[config.mk]
export PLATFORM = sky130hd
export DESIGN_NAME = instruction_fetch_flat
export DESIGN_NICKNAME = d
export VERILOG_FILES = /design/src/rtl/instruction_fetch_if.sv /design/src/rtl/instruction_fetch.sv /design/src/flat_wrapper.sv
export SDC_FILE = /design/constraint.sdc
export NUM_CORES = 1
export LEC_CHECK = 0
export ABC_AREA = 1
export BUFFER_PORTS_ARGS = -buffer_cell sky130_fd_sc_hd__buf_2
export CORE_MARGIN = 3
export CORE_UTILIZATION = 40
export CTS_CLUSTER_SIZE = 20
export DETAILED_ROUTE_END_ITERATION = 16
export PLACE_DENSITY = 0.77
export SYNTH_ARGS = -nofsm -noshare
export SYNTH_HDL_FRONTEND = slang
export SYNTH_SLANG_ARGS = --single-unit
[constraint.sdc]
create_clock -name clock -period 2.15 [get_ports clock]
set_input_delay 0.1075 -clock clock [delete_from_list [all_inputs] [get_ports clock]]
set_output_delay 0.1075 -clock clock [all_outputs]
set_load 0.01 [all_outputs]
[src/rtl/instruction_fetch_if.sv]
// Fetch-unit bus: launch/control inputs, instruction-memory port and decode-side outputs.
interface instruction_fetch_if #(
  parameter int unsigned ADDR_W = 10
);
  logic              start;
  logic [1:0]        prog_sel;
  logic              stall;
  logic              branch_taken;
  logic [ADDR_W-1:0] branch_target;
  logic [ADDR_W-1:0] address;
  logic [31:0]       instrucao;
  logic [31:0]       instr_out;
  logic [ADDR_W-1:0] instr_pc;
  logic              instr_valid;
  logic              running;
  logic              halted;
  logic              fault;

  modport master (
    input  start, prog_sel, stall, branch_taken, branch_target, instrucao,
    output address, instr_out, instr_pc, instr_valid, running, halted, fault
  );

  modport slave (
    output start, prog_sel, stall, branch_taken, branch_target, instrucao,
    input  address, instr_out, instr_pc, instr_valid, running, halted, fault
  );
endinterface

[src/rtl/instruction_fetch.sv]
// Instruction fetch unit: launches resident programs, fetches sequentially, resolves
// jumps locally, accepts branch redirects and halts on halt words or out-of-range addresses.
module instruction_fetch #(
  parameter int unsigned ADDR_W     = 10,
  parameter int unsigned MEM_LAST   = 80,
  parameter int unsigned PROG0_BASE = 1,
  parameter int unsigned PROG1_BASE = 15,
  parameter int unsigned PROG2_BASE = 30
) (
  input logic                clock,
  input logic                reset,
  instruction_fetch_if.master bus
);

  localparam logic [ADDR_W:0] LAST_EXT = (ADDR_W+1)'(MEM_LAST);
  localparam logic [5:0]      JUMP_OP  = 6'b010000;

  typedef enum logic [1:0] {IDLE, FETCH, HALT} state_t;

  state_t            state, state_nx;
  logic [ADDR_W-1:0] pc, pc_nx;
  logic [ADDR_W-1:0] ipc, ipc_nx;
  logic [31:0]       iout, iout_nx;
  logic              valid, valid_nx;
  logic              fault, fault_nx;
  logic              running, halted;

  logic [ADDR_W-1:0] base_c;
  logic [ADDR_W-1:0] jump_tgt_c;
  logic [ADDR_W:0]   pc_inc_c;
  logic              is_jump_c;

  // Program base selection; code 3 aliases program 0.
  always_comb begin
    base_c = ADDR_W'(PROG0_BASE);
    case (bus.prog_sel)
      2'd1:    base_c = ADDR_W'(PROG1_BASE);
      2'd2:    base_c = ADDR_W'(PROG2_BASE);
      default: base_c = ADDR_W'(PROG0_BASE);
    endcase
  end

  assign pc_inc_c   = {1'b0, pc} + (ADDR_W+1)'(1);
  assign jump_tgt_c = bus.instrucao[ADDR_W-1:0];
  assign is_jump_c  = (bus.instrucao[31:26] == JUMP_OP);

  // Next-state and datapath; branch beats stall beats halt/range beats jump beats sequential.
  always_comb begin
    state_nx = state;
    pc_nx    = pc;
    ipc_nx   = ipc;
    iout_nx  = iout;
    valid_nx = valid;
    fault_nx = fault;
    case (state)
      IDLE, HALT: begin
        valid_nx = 1'b0;
        if (bus.start) begin
          state_nx = FETCH;
          pc_nx    = base_c;
          fault_nx = 1'b0;
        end
      end
      FETCH: begin
        if (bus.branch_taken) begin
          valid_nx = 1'b0;
          if ({1'b0, bus.branch_target} > LAST_EXT) begin
            state_nx = HALT;
            fault_nx = 1'b1;
          end else begin
            pc_nx = bus.branch_target;
          end
        end else if (!bus.stall) begin
          iout_nx  = bus.instrucao;
          ipc_nx   = pc;
          valid_nx = 1'b0;
          if (bus.instrucao == 32'h0000_0000) begin
            state_nx = HALT;
          end else if (is_jump_c) begin
            if ({1'b0, jump_tgt_c} > LAST_EXT) begin
              state_nx = HALT;
              fault_nx = 1'b1;
            end else begin
              pc_nx = jump_tgt_c;
            end
          end else if (pc_inc_c > LAST_EXT) begin
            state_nx = HALT;
            fault_nx = 1'b1;
          end else begin
            pc_nx    = pc_inc_c[ADDR_W-1:0];
            valid_nx = 1'b1;
          end
        end
      end
      default: begin
        state_nx = IDLE;
        valid_nx = 1'b0;
      end
    endcase
  end

  always_ff @(posedge clock or posedge reset) begin
    if (reset) begin
      state   <= IDLE;
      pc      <= '0;
      ipc     <= '0;
      iout    <= '0;
      valid   <= 1'b0;
      fault   <= 1'b0;
      running <= 1'b0;
      halted  <= 1'b0;
    end else begin
      state   <= state_nx;
      pc      <= pc_nx;
      ipc     <= ipc_nx;
      iout    <= iout_nx;
      valid   <= valid_nx;
      fault   <= fault_nx;
      running <= (state_nx == FETCH);
      halted  <= (state_nx == HALT);
    end
  end

  assign bus.address     = pc;
  assign bus.instr_out   = iout;
  assign bus.instr_pc    = ipc;
  assign bus.instr_valid = valid;
  assign bus.running     = running;
  assign bus.halted      = halted;
  assign bus.fault       = fault;

endmodule

[src/flat_wrapper.sv]
// flat-port wrapper written by rule: the top's interface ports become plain ports
module instruction_fetch_flat 
#(
  parameter int unsigned ADDR_W     = 10,
  parameter int unsigned MEM_LAST   = 80,
  parameter int unsigned PROG0_BASE = 1,
  parameter int unsigned PROG1_BASE = 15,
  parameter int unsigned PROG2_BASE = 30
)
  (clock, reset, bus_start, bus_prog_sel, bus_stall, bus_branch_taken, bus_branch_target, bus_instrucao, bus_address, bus_instr_out, bus_instr_pc, bus_instr_valid, bus_running, bus_halted, bus_fault);
  instruction_fetch_if #(.ADDR_W(ADDR_W)) bus_i ();
  input logic clock;
  input logic reset;
  input wire logic [$bits(bus_i.start)-1:0] bus_start;
  input wire logic [$bits(bus_i.prog_sel)-1:0] bus_prog_sel;
  input wire logic [$bits(bus_i.stall)-1:0] bus_stall;
  input wire logic [$bits(bus_i.branch_taken)-1:0] bus_branch_taken;
  input wire logic [$bits(bus_i.branch_target)-1:0] bus_branch_target;
  input wire logic [$bits(bus_i.instrucao)-1:0] bus_instrucao;
  output wire logic [$bits(bus_i.address)-1:0] bus_address;
  output wire logic [$bits(bus_i.instr_out)-1:0] bus_instr_out;
  output wire logic [$bits(bus_i.instr_pc)-1:0] bus_instr_pc;
  output wire logic [$bits(bus_i.instr_valid)-1:0] bus_instr_valid;
  output wire logic [$bits(bus_i.running)-1:0] bus_running;
  output wire logic [$bits(bus_i.halted)-1:0] bus_halted;
  output wire logic [$bits(bus_i.fault)-1:0] bus_fault;
  assign bus_i.start = bus_start;
  assign bus_i.prog_sel = bus_prog_sel;
  assign bus_i.stall = bus_stall;
  assign bus_i.branch_taken = bus_branch_taken;
  assign bus_i.branch_target = bus_branch_target;
  assign bus_i.instrucao = bus_instrucao;
  assign bus_address = bus_i.address;
  assign bus_instr_out = bus_i.instr_out;
  assign bus_instr_pc = bus_i.instr_pc;
  assign bus_instr_valid = bus_i.instr_valid;
  assign bus_running = bus_i.running;
  assign bus_halted = bus_i.halted;
  assign bus_fault = bus_i.fault;
  instruction_fetch #(.ADDR_W(ADDR_W), .MEM_LAST(MEM_LAST), .PROG0_BASE(PROG0_BASE), .PROG1_BASE(PROG1_BASE), .PROG2_BASE(PROG2_BASE)) u_core (.clock(clock), .reset(reset), .bus(bus_i));
endmodule
==> Word-level counts from Yosys, hierarchy flattened <==
Index checks and enable logic that the tools add are counted.
Widths: inputs -> output; s select.
{ "word_totals": {"regBits": 58, "inputBits": 49, "out_inout_bits": 56, "word_cells": 71} }
{ "classes": {"addsub": 1, "magnitude_cmp": 3, "eq_ne": 16, "mux": 34, "bitwise_logic": 2, "n_reduce_logical": 7} }
{ "op_table": {"columns": ["operator", "count"], "rows": [
  ["$mux 10", 8],
  ["$logic_not 32->1", 1],
  ["$gt 10x7->1 const B", 2],
  ["$pmux 10 s2", 1],
  ["$mux 2", 8],
  ["$mux 1", 14],
  ["$reduce_and 7->1", 2],
  ["$add 10x1->11 const B", 1],
  ["$gt 11x7->1 const B", 1],
  ["$pmux 5 s2", 1],
  ["$ne 3x3->1 const B", 3],
  ["$ne 4x4->1 const B", 2],
  ["$eq 2x1->1 const B", 3],
  ["$eq 2x2->1 const B", 3],
  ["$eq 6x5->1 const B", 1],
  ["$ne 4x2->1 const B", 1],
  ["$ne 4x3->1 const B", 1],
  ["$pmux 2 s2", 1],
  ["$ne 3x2->1 const B", 1],
  ["$reduce_and 3->1", 1],
  ["$logic_not 2->1", 1],
  ["$ne 2x2->1 const B", 1],
  ["$not 1->1", 2],
  ["$pmux 1 s2", 1],
  ["other kinds (2)", 2]
]} }

==> Longest topological paths before layout <==
Gate-level depths: netlist of run 1.
{ "depth": {"ltp_word": 9, "depth_mapped": 16, "mapped_depth_nobuf": 16} }

==> Worst setup path after synthesis of run 1 <==
No wires, ideal clock.
{ "synth_timing": {"kind": "reg2reg", "startpoint": "register u_core.pc[0] (netlist: u_core.bus.address[0])", "endpoint": "register u_core.pc[5] (netlist: u_core.bus.address[5])", "setup_ns": 0.123, "arrival_time_ns": 1.694, "t_required_ns": 2.027, "slack_ns": 0.333, "path_stages_with_launch": 16, "path_buffers": 1, "period_less_slack_ns": 1.817, "cell_sequence": "dfrtp_1 -> ha_1 -> nand2_1 -> nor2_4 -> inv_2 -> nand2_2 -> inv_2 -> nand2_2 -> nand2_2 -> nand2_2 -> nand3_2 -> nand3_2 -> nand2_2 -> buf_6 -> nand2_1 -> o21ai_2"} }
{ "synth_via": {"elab_chain_cells": 7, "elab_cells_between_ends": 10, "classes_between": "add/sub: 1; order compare: 1; eq/ne: 1; mux: 6; reduce/logical: 1"} }
{ "synth_rtl": {"columns": ["item", "line_no", "text"], "rows": [
  ["start: declaration", "instruction_fetch.sv:21", "logic [ADDR_W-1:0] pc, pc_nx;"],
  ["start signal: assignment", "instruction_fetch.sv:114", "pc <= pc_nx;"],
  ["$add 10x1->11 *", "instruction_fetch.sv:43", "assign pc_inc_c = {1'b0, pc} + (ADDR_W+1)'(1);"],
  ["parallel branches: the longest is 6 deep, another holds $gt 11x7->1", null, null]
]} }
Mark *: on every way between the ends. The select of a mux whose other input is x is not followed.
A chain may end at the register's enable or synchronous reset.

==> Worst setup path after layout of run 1 <==
{ "layout_timing": {"startpoint": "register u_core.pc[1] (netlist: u_core.bus.address[1])", "endpoint": "register u_core.pc[2] (netlist: u_core.bus.address[2])"} }
The elaborated chain is that of the path after synthesis.

==> results by group, run 1 <==
Worst setup path
  • R2r setup slk: 300 ps
  • Crit Path Class: flip-flop to flip-flop
  • Critical R2R Capture: u_core.bus.address[2]
  • CP startpoint: u_core.bus.address[1]
  • R2R Path Start: u_core.bus.address[1]
  • WP data arrival: 2080 ps
  • CP Max Fanout: 11
  • Reg2Reg Depth: 14
  • Critical path capture point type: flip-flop
  • Worst path required time: 2380 ps
  • Critical Path Start Type: flip-flop

Logic synthesis
  • Post-Synthesis Cells: 355
  • Seq/Total Area, Yosys: 0.494
  • Post-synth top area share: 0.494
  • Syn nets: 408
  • Yosys top cell by area: dfrtp_1
  • Flop and latch count out of synthesis: 58
  • Mapped cell area: 2940 sq um
  • Syn_area_per_cell: 8.28 sq um
  • Top post-synthesis cells by area: dfrtp_1, nand2_1, o21ai_0
  • Ys Warns: 0
  • Yosys cell types: 34

Run status
  • Status: completed

Final layout
  • Reg area: 1450 sq um
  • P&R area growth vs syn: 28.9%
  • Commonest non-fill, non-tap cells in the layout: nand2_1, buf_2, dfrtp_1, inv_1, o21ai_0
  • Share of layout cells above drive strength 1: 0.359
  • Fillers: 684
  • Non-filler cells, final: 567
  • Final net count: 519
  • Number of diodes: 0
  • Footprint of the multi-input gates: 1250 sq um
  • Commonest non-fill, non-tap cell in the layout: nand2_1

STA
  • Final worst slack: 297 ps
  • Fin Setup TNS: 0 ps
  • Unrepaired setup endpoints after global routing: no
  • Final Slew Violations: 0
  • Finish-stage setup viols: 0
  • F_max: 540 MHz
  • Worst relative slew slack: 0.711
  • Hold violation count in the final report: 0
  • Crit share post-route: 0.862
  • Setup Skew: 9.15 ps
  • Slew @ Worst Pin: 433 ps
  • Period minus WS final: 1850 ps

Min path
  • Hold_sp: bus_instrucao[28]
  • Hold Path Depth: 2
  • Hold crit path type: primary input to flip-flop
  • Min-Delay Endpoint: u_core.bus.instr_out[28]

Job
  • Number of max-cap violations: 0

GRT
  • Pin count of the biggest net entering global routing: 64
  • Initial antenna violation count: 0
  • Via count of the first global-routing pass: 2698
  • GRT Total Usage: 0.192
  • First-pass GRT wire length: 12.8 mm
  • GRT overflow: 0

Pwr
  • Worst IR Drop VDD: 0.540 mV
  • Power Total: 4660 uW
  • Pwr Density: 1230 nW/um^2
  • P_leak: 0.00207 uW

CTS
  • Setup bufs post-CTS: 0
  • Clk root buf: clkbuf_8
  • Cts bufs inserted: 9
  • Worst skew pair latency: 340 ps
  • H-tree levels: 3
  • CTS tree: built
  • Clock sink count: 58
  • Longest Clk Path Bufs: 2
  • Worst-path clk slew: 70 ps

Route
  • Routed Antenna Nets: 0
  • Vias: 2695
  • Drt wl/cell: 13.3 microns
  • DRT Wirelength: 7.54 mm
  • DR pass1 iterations: 4
  • Initial DRC count: 159
  • DRC viols: 0
  • Vias per inst: 4.75

Die
  • Starting Density: 0.423
  • Die H: 91.7 microns
  • Num rows: 30
  • Die area: 8420 sq um
  • CORE AREA: 6940 sq um
  • # IOs: 105
  • Die width: 91.7 microns

Placement
  • Cells after DPL: 550
  • Place WS: 251 ps
  • Hpwl dp: 5.90 mm
  • Placer congestion estimate: 0.885
  • Port Buffers: 104
## critical path, cell delays in order, from the launching register on
cell	delay (ps)
dfrtp_1	360
ha_1	230
nand2_1	110
nor2_4	170
nand2_1	70
nand2_1	60
nand2_1	70
clkinv_1	60
nand2_2	50
nand3_2	80
nand3_2	70
nand2_2	210
inv_2	110
nand2_1	80
nand2_1	50
## state kept, by name (all words and copies together), names as in the netlist
signal,flops
u_core.bus.fault,1
u_core.bus.address,10
u_core.state,2
u_core.bus.instr_pc,10
u_core.bus.instr_valid,1
u_core.bus.running,1
u_core.bus.instr_out,32
u_core.bus.halted,1
## synth_stat cells
master / n
nor2_1: 20
nor4_1: 2
o221ai_1: 1
dfrtp_1: 58
nor2_2: 5
nand2_2: 7
inv_1: 42
nand3_2: 3
mux2_2: 10
o21ai_2: 3
o211ai_1: 3
nand4_1: 7
ha_1: 4
nor2_4: 4
inv_2: 7
o21ai_0: 34
a31oi_1: 2
nand2_1: 106
a32oi_1: 2
a21oi_1: 3
nand4_2: 1
nand4_4: 1
or2_2: 1
buf_2: 1
buf_6: 1
clkbuf_1: 7
nor3b_1: 1
nor3_1: 1
nand3_1: 13
o31ai_1: 1
buf_4: 1
o21ai_1: 1
and2_1: 1
clkinv_1: 1
## routing by layer
metal  vias up  track usage  part of all wire
li1       1357            -                 -
met1      1246        0.232              0.43
met2        80        0.316              0.49
met3        12       0.0673             0.062
met4         0       0.0681             0.020
met5         -            0                 0
## power by group
part	switching (uW)	internal (uW)
combinational	1100	759
sequential	288	1560
clock	431	526
total	1820	2840
## stage by stage
step,util,cell area [sq um],hold slack (ps)
floorplan,-,2940,253
global placement,0.518,3600,133
detailed placement,0.518,3600,134
CTS,0.546,3790,2.31
global route,0.546,3790,4.62
finish,0.546,3790,18.7
## layout make-up
class / instances / share of cell area
inverter: 50 / 0.0495
clock inverter: 6 / 0.0152
tap: 96 / 0.0317
timing repair buffer: 110 / 0.156
sequential: 58 / 0.383
clock buffer: 10 / 0.0337
multi-input combinational: 237 / 0.331
## kinds of logic (layout without fill, tap and decap cells)
group / Yosys count / count (layout) / synth area share
AND/OR/NAND/NOR: 173 / 173 / 0.273
buffers and inverters: 60 / 176 / 0.0809
AO/OA/AOI/OAI: 50 / 50 / 0.0970
multiplexers: 10 / 10 / 0.0383
flip-flops: 58 / 58 / 0.494
adder cells (fa/ha/maj): 4 / 4 / 0.0170
## timing repair
item | 4_1_cts | 5_1_grt
resized for setup | 0 | 1
hold endpoints to repair | 19 | 0
hold buffers | 1 | 0
setup endpoints to repair | 0 | 4
## how the worst max path moves through the flow
stage                                  to  slack [ps]  cells after the start
floorplan           u_core.bus.address[5]         330                     15
global placement    u_core.bus.address[2]         330                     14
detailed placement  u_core.bus.address[1]         250                     14
CTS                 u_core.bus.address[1]         240                     14
global route        u_core.bus.address[4]          60                     14
finish              u_core.bus.address[2]         300                     14
No activity file was read; power rests on OpenSTA's default activity.
==> run 2: changes to the inputs <==
- PLACE_DENSITY: 0.77 -> not set
- PLACE_DENSITY_LB_ADDON: not set -> 0.25
==> run 2 against run 1 <==
Worst hold slack gained 6.8 ps. Clock power grew 3.5%. Non-clock buffer count is the same. Clock skew shrank 4.7 ps. Sequential share of layout area shrank 0.13 points. Wire length grew 0.78%. Largest cell class unchanged. Largest power group is now registers. Highest routed layer unchanged.
==> results by group, run 2 (same netlist as run 1, synthesis figures left out) <==
Final layout
  • Final net count: 519 (unchanged)
  • Share of layout cells above drive strength 1: 0.357 (was 0.359)
  • Footprint of the multi-input gates: 1260 sq um (was 1250 sq um)
  • Reg area: 1450 sq um (unchanged)
  • Commonest non-fill, non-tap cells in the layout: nand2_1, buf_2, dfrtp_1, inv_1, o21ai_0 (unchanged)
  • P&R area growth vs syn: 29.4% (was 28.9%)
  • Max reg flops: 32 (unchanged)
  • Number of diodes: 0 (unchanged)
  • Final non-filler cell area: 3800 sq um (was 3790 sq um)
  • Commonest non-fill, non-tap cell in the layout: nand2_1 (unchanged)
  • Fillers: 681 (was 684)

STA
  • Hold violation count in the final report: 0 (unchanged)
  • Slew @ Worst Pin: 608 ps (was 433 ps)
  • Worst relative slew slack: 0.594 (was 0.711)
  • Unrepaired setup endpoints after global routing: no (unchanged)
  • F_max: 529 MHz (was 540 MHz)
  • Final Slew Violations: 0 (unchanged)
  • Finish-stage setup viols: 0 (unchanged)
  • Final worst slack: 261 ps (was 297 ps)
  • Period minus WS final: 1890 ps (was 1850 ps)
  • Setup Skew: 4.48 ps (was 9.15 ps)
  • Crit share post-route: 0.879 (was 0.862)
  • Fin Setup TNS: 0 ps (unchanged)

Pwr
  • Pwr Density: 1230 nW/um^2 (about the same)
  • P_leak: 0.00207 uW (about the same)
  • Worst IR Drop VDD: 0.529 mV (was 0.540 mV)

GRT
  • GRT Total Usage: 0.191 (was 0.192)
  • GRT overflow: 0 (unchanged)
  • Pin count of the biggest net entering global routing: 64 (unchanged)
  • First-pass GRT wire length: 12.8 mm (about the same)
  • Via count of the first global-routing pass: 2734 (was 2698)
  • Initial antenna violation count: 0 (unchanged)

Run status
  • Status: completed (unchanged)

Worst setup path
  • Worst path required time: 2370 ps (was 2380 ps)
  • Critical R2R Capture: u_core.bus.address[1] (was u_core.bus.address[2])
  • R2r setup slk: 260 ps (was 300 ps)
  • Crit Path Class: flip-flop to flip-flop (unchanged)
  • CP Max Fanout: 11 (unchanged)
  • CP startpoint: u_core.bus.address[1] (unchanged)
  • Reg2Reg Depth: 14 (unchanged)
  • Critical Path Start Type: flip-flop (unchanged)
  • WP data arrival: 2110 ps (was 2080 ps)
  • Critical path capture point type: flip-flop (unchanged)
  • Setup crit end: u_core.bus.address[1] (was u_core.bus.address[2])
  • R2R Path Start: u_core.bus.address[1] (unchanged)

Die
  • CORE AREA: 6940 sq um (unchanged)
  • Die area: 8420 sq um (unchanged)
  • Die H: 91.7 microns (unchanged)
  • # IOs: 105 (unchanged)
  • Num rows: 30 (unchanged)
  • Die width: 91.7 microns (unchanged)
  • Starting Density: 0.423 (unchanged)

CTS
  • Clock sink count: 58 (unchanged)
  • H-tree levels: 3 (unchanged)
  • Worst skew pair latency: 330 ps (was 340 ps)
  • CTS tree: built (unchanged)
  • Worst-path clk slew: 70 ps (about the same)
  • Cts bufs inserted: 9 (unchanged)
  • Longest Clk Path Bufs: 2 (unchanged)
  • Clk root buf: clkbuf_8 (unchanged)

Route
  • Vias: 2676 (was 2695)
  • DRC viols: 0 (unchanged)
  • DR top layer: met4 (unchanged)
  • Initial DRC count: 97 (was 159)
  • DRT Wirelength: 7.60 mm (was 7.54 mm)
  • Drt wl/cell: 13.4 microns (was 13.3 microns)
  • Routed Antenna Nets: 0 (unchanged)
  • DR pass1 iterations: 4 (unchanged)
  • Vias per inst: 4.73 (was 4.75)
  • Met2 wire len: 3.72 mm (was 3.69 mm)
  • WL met1: 3.28 mm (was 3.23 mm)
  • Met3 wire length: 499 microns (was 465 microns)

Placement
  • Hpwl dp: 5.87 mm (was 5.90 mm)
  • Place WS: 207 ps (was 251 ps)
  • Placer congestion estimate: 0.866 (was 0.885)
  • Port Buffers: 104 (unchanged)
  • Placed inst area: 3600 sq um (unchanged)

Min path
  • Hold crit path type: primary input to flip-flop (unchanged)

Job
  • Number of max-cap violations: 0 (unchanged)
[run 2: changes by cell type in the layout (fill, tap and decap cells not counted), sizes merged]
cell and change:
clkinvlp +1, clkinv -2
[run 2: critical path: stages, from the launching register on]
cell and delay, ps:
dfrtp_1 360, ha_1 210, nand2_1 120, nor2_4 170
nand2_1 70, nand2_1 60, nand2_1 80, clkinv_1 60
nand2_2 50, nand3_2 90, nand3_2 100, nand2_4 160
inv_1 130, nand2_1 80, nand2_1 50
[run 2: layout make-up]
cell class / count / share of cell area
tap: 96 / 0.0316
inverter: 50 / 0.0493
sequential: 58 / 0.382
clock buffer: 10 / 0.0362
clock inverter: 5 / 0.0145
timing repair buffer: 110 / 0.156
multi-input combinational: 237 / 0.331
[run 2: what timing repair did]
item	CTS	global route
buffers inserted	0	0
endpoints found under the setup margin	0	7
hold endpoints to repair	27	0
resized for setup	0	1
hold buffers	1	0
[run 2: per-stage QoR]
step            util  hold WS [ps]  power (uW)  instances
3_5_place_dp   0.518           224        3720        550
2_1_floorplan      -           253        2930        355
6_report       0.548          25.6        4670        566
4_1_cts        0.547          3.16        4730        566
5_1_grt        0.548          22.4        5030        566
3_3_place_gp   0.518           221        3670        550
[run 2: layer usage]
layer / track usage / up-vias
met5: 0 / -
met4: 0.0842 / 0
met3: 0.0435 / 7
met2: 0.314 / 73
met1: 0.240 / 1245
li1: - / 1351
[run 2: power breakdown]
group / switching (uW) / internal, uW / total, uW
Combinational: 1080 / 758 / 1840
Clock: 436 / 556 / 992
Sequential: 287 / 1560 / 1840
Total: 1810 / 2870 / 4670
[run 2: how the worst min path moves through the flow]
stage	startpoint	to	slack [ps]	cells after the start
floorplan	bus_instrucao[30]	u_core.bus.instr_out[30]	250	2
global placement	reset	u_core.bus.instr_out[22]	220	2
detailed placement	reset	u_core.bus.instr_out[22]	220	2
CTS	bus_instrucao[29]	u_core.bus.instr_out[29]	3	2
global route	bus_instrucao[9]	u_core.bus.instr_out[9]	20	2
finish	bus_instrucao[29]	u_core.bus.instr_out[29]	30	2
==> run 3: changes to the inputs <==
--- a/config.mk
+++ b/config.mk
@@ -7,3 +7,2 @@
 export LEC_CHECK = 0
-export ABC_AREA = 1
 export BUFFER_PORTS_ARGS = -buffer_cell sky130_fd_sc_hd__buf_2
==> constraint.sdc (replaced) <==
create_clock -name clock -period 2.15 [get_ports clock]
set_input_delay 0.215 -clock clock [delete_from_list [all_inputs] [get_ports clock]]
set_output_delay 0.215 -clock clock [all_outputs]
set_load 0.01 [all_outputs]
==> run 3 against run 2 <==
The run now ends with setup timing left. Design area grew 5.1%. Largest cell class unchanged. Critical path type unchanged. Global-route usage is 0.22 points higher. Cell count shrank 15%. Synthesized cell count fell by 33%. Count of clock-buffer cells in the layout grew 2. Fmax down 16%.
==> results by group, run 3 <==
CTS
  • Worst skew pair latency: 330 ps (about the same)
  • H-tree levels: 3 (unchanged)
  • Cts bufs inserted: 9 (unchanged)
  • Clock sink count: 58 (unchanged)
  • Clk root buf: clkbuf_8 (unchanged)
  • CTS tree: built (unchanged)
  • Worst-path clk slew: 60 ps (was 70 ps)
  • Longest Clk Path Bufs: 2 (unchanged)

Logic synthesis
  • Post-synth top area share: 0.504 (was 0.494)
  • Flop and latch count out of synthesis: 58 (unchanged)
  • Syn_area_per_cell: 12.0 sq um (was 8.28 sq um)
  • Most common cell in the netlist: dfrtp_1 (was nand2_1)
  • Top post-synthesis cells by area: dfrtp_1, mux2_2, a21oi_1 (was dfrtp_1, nand2_1, o21ai_0)
  • Ys Warns: 0 (unchanged)
  • Post-synth top cells: dfrtp_1, mux2_2, a21oi_1, nand2_1, nor2_1 (was nand2_1, dfrtp_1, inv_1)
  • Post-synth ARST share: 1.00 (unchanged)
  • Syn nets: 292 (was 408)
  • Seq/Total Area, Yosys: 0.504 (was 0.494)
  • Yosys cell types: 49 (was 34)
  • Post-Synthesis Cells: 239 (was 355)
  • Yosys top cell by area: dfrtp_1 (unchanged)
  • Mapped cell area: 2880 sq um (was 2940 sq um)
  • Ys flop type: dfrtp_1 (unchanged)
  • EDFF count, synth: 0 (unchanged)

STA
  • Unrepaired setup endpoints after global routing: yes (was no)
  • Period minus WS final: 2240 ps (was 1890 ps)
  • Slew @ Worst Pin: 626 ps (was 608 ps)
  • Final Slew Violations: 0 (unchanged)
  • Final worst slack: -86.8 ps (was 261 ps)
  • F_max: 447 MHz (was 529 MHz)
  • Crit share post-route: 1.04 (was 0.879)
  • Hold violation count in the final report: 0 (unchanged)
  • Fin Hold WS: 133 ps (was 25.6 ps)
  • Setup Skew: 5.49 ps (was 4.48 ps)
  • Worst relative slew slack: 0.582 (was 0.594)
  • Finish-stage setup viols: 13 (was 0)

Pwr
  • Seq pwr share: 0.358 (was 0.394)
  • P_leak: 0.00192 uW (was 0.00207 uW)
  • P_int: 3390 uW (was 2870 uW)
  • Clock share of power: 0.185 (was 0.212)
  • Pwr Density: 1320 nW/um^2 (was 1230 nW/um^2)
  • Psw: 1870 uW (was 1810 uW)
  • Comb power frac: 0.456 (was 0.393)
  • Worst IR Drop VDD: 0.704 mV (was 0.529 mV)
  • Sw Share: 0.356 (was 0.386)

Placement
  • Hpwl dp: 5.78 mm (was 5.87 mm)
  • Placer congestion estimate: 0.849 (was 0.866)
  • Port Buffers: 104 (unchanged)
  • Place WS: -121 ps (was 207 ps)

Die
  • # IOs: 105 (unchanged)
  • CORE AREA: 6870 sq um (was 6940 sq um)
  • Die area: 8250 sq um (was 8420 sq um)
  • Die H: 90.8 microns (was 91.7 microns)
  • Die width: 90.8 microns (was 91.7 microns)
  • Starting Density: 0.419 (was 0.423)
  • Num rows: 30 (unchanged)

GRT
  • First-pass GRT wire length: 12.7 mm (was 12.8 mm)
  • GRT overflow: 0 (unchanged)
  • GRT Total Usage: 0.193 (was 0.191)
  • Pin count of the biggest net entering global routing: 36 (was 64)
  • Initial antenna violation count: 0 (unchanged)
  • Via count of the first global-routing pass: 2569 (was 2734)

Route
  • DRT Wirelength: 7.69 mm (was 7.60 mm)
  • Initial DRC count: 145 (was 97)
  • Drt wl/cell: 16.0 microns (was 13.4 microns)
  • DRC viols: 0 (unchanged)
  • DR pass1 iterations: 4 (unchanged)
  • Routed Antenna Nets: 0 (unchanged)
  • Vias: 2510 (was 2676)
  • Vias per inst: 5.22 (was 4.73)

Worst setup path
  • Crit Path Class: flip-flop to flip-flop (unchanged)
  • CP startpoint: u_core.bus.address[0] (was u_core.bus.address[1])
  • Critical R2R Capture: u_core.bus.address[1] (unchanged)
  • Reg2Reg Depth: 7 (was 14)
  • WP data arrival: 2440 ps (was 2110 ps)
  • Critical path capture point type: flip-flop (unchanged)
  • R2r setup slk: -90 ps (was 260 ps)
  • R2R Path Start: u_core.bus.address[0] (was u_core.bus.address[1])
  • Critical Path Start Type: flip-flop (unchanged)
  • Setup crit end: u_core.bus.address[1] (unchanged)
  • Worst path required time: 2360 ps (was 2370 ps)
  • CP Max Fanout: 10 (was 11)

Final layout
  • P&R area growth vs syn: 38.9% (was 29.4%)
  • Commonest non-fill, non-tap cell in the layout: buf_2 (was nand2_1)
  • Footprint of the multi-input gates: 1380 sq um (was 1260 sq um)
  • Commonest non-fill, non-tap cells in the layout: buf_2, dfrtp_1, mux2_2, buf_4 (was nand2_1, buf_2, dfrtp_1, inv_1, o21ai_0)
  • Number of diodes: 0 (unchanged)
  • Share of layout cells above drive strength 1: 0.590 (was 0.357)
  • Max reg flops: 32 (unchanged)
  • Fillers: 615 (was 681)
  • Reg area: 1450 sq um (about the same)
  • Final net count: 434 (was 519)

Run status
  • Status: finished, violations left (was completed)
  • Failing checks: setup timing

Min path
  • Hold crit path type: primary input to flip-flop (unchanged)

Job
  • Number of max-cap violations: 0 (unchanged)
run 3: worst min path at each step:
stage                      startpoint                       end  slack (ps)  cells past startpoint
floorplan            bus_instrucao[7]   u_core.bus.instr_out[7]         370                      1
global placement                reset  u_core.bus.instr_out[24]         320                      2
detailed placement              reset  u_core.bus.instr_out[24]         350                      2
CTS                 bus_instrucao[17]  u_core.bus.instr_out[17]         120                      2
global route        bus_instrucao[20]  u_core.bus.instr_out[20]         120                      2
finish              bus_instrucao[17]  u_core.bus.instr_out[17]         130                      2
run 3: layout make-up:
cell class | count | area share
clock inverter | 3 | 0.0100
clock buffer | 12 | 0.0363
multi-input combinational | 164 | 0.346
tap | 96 | 0.0301
timing repair buffer | 142 | 0.209
inverter | 6 | 0.00564
sequential | 58 | 0.364
run 3: routing by layer:
layer  track usage  part of all wire
met3        0.0783             0.095
met5             0                 0
met1         0.244              0.42
met2         0.309              0.47
met4        0.0503             0.013
run 3: critical path: stages, from the launching register on:
cell and delay (ps):
dfrtp_2 450, ha_4 180, or4b_1 500, nand3_2 110, o32ai_2 100, o2111ai_2 230, o311ai_4 230, mux2_2 330
run 3: per-stage QoR:
| stage | TNS [ps] | std cells | util | power [uW] | cell area [sq um] |
|---|---|---|---|---|---|
| after CTS | -438 | 479 | 0.576 | 5270 | 3960 |
| after detailed placement | -1050 | 463 | 0.547 | 4270 | 3760 |
| final | -704 | 481 | 0.582 | 5260 | 4000 |
| after global placement | -495 | 463 | 0.547 | 4210 | 3760 |
| after global routing | -2160 | 481 | 0.582 | 5630 | 4000 |
| after floorplan | -40.2 | 239 | - | 3290 | 2900 |
run 3: logic make-up (layout without fill, tap and decap cells):
group                      Yosys count  after routing  synth area share
and+or+nand+nor                     59             59             0.117
DFF                                 58             58             0.504
muxes                               52             52             0.202
AOI/OAI and AO/OA                   44             44             0.109
buffers and inverters               17            163            0.0348
xor gates and xnor gates             5              5            0.0152
adders and majority gates            4              4            0.0174
run 3: power groups by stage:
stage | clock network, uW | logic [uW] | registers, uW
2_1_floorplan | 0 | 1190 | 2100
3_3_place_gp | 0 | 2340 | 1870
3_5_place_dp | 0 | 2380 | 1890
4_1_cts | 1000 | 2380 | 1880
5_1_grt | 1060 | 2620 | 1950
6_report | 974 | 2400 | 1880
run 3: timing repair:
item | CTS | global route
resized for setup | 1 | 7
buffers inserted | 0 | 2
endpoints found under the setup margin | 11 | 15
pin swaps | 0 | 3
hold buffers | 1 | 0
hold endpoints to repair | 28 | 0
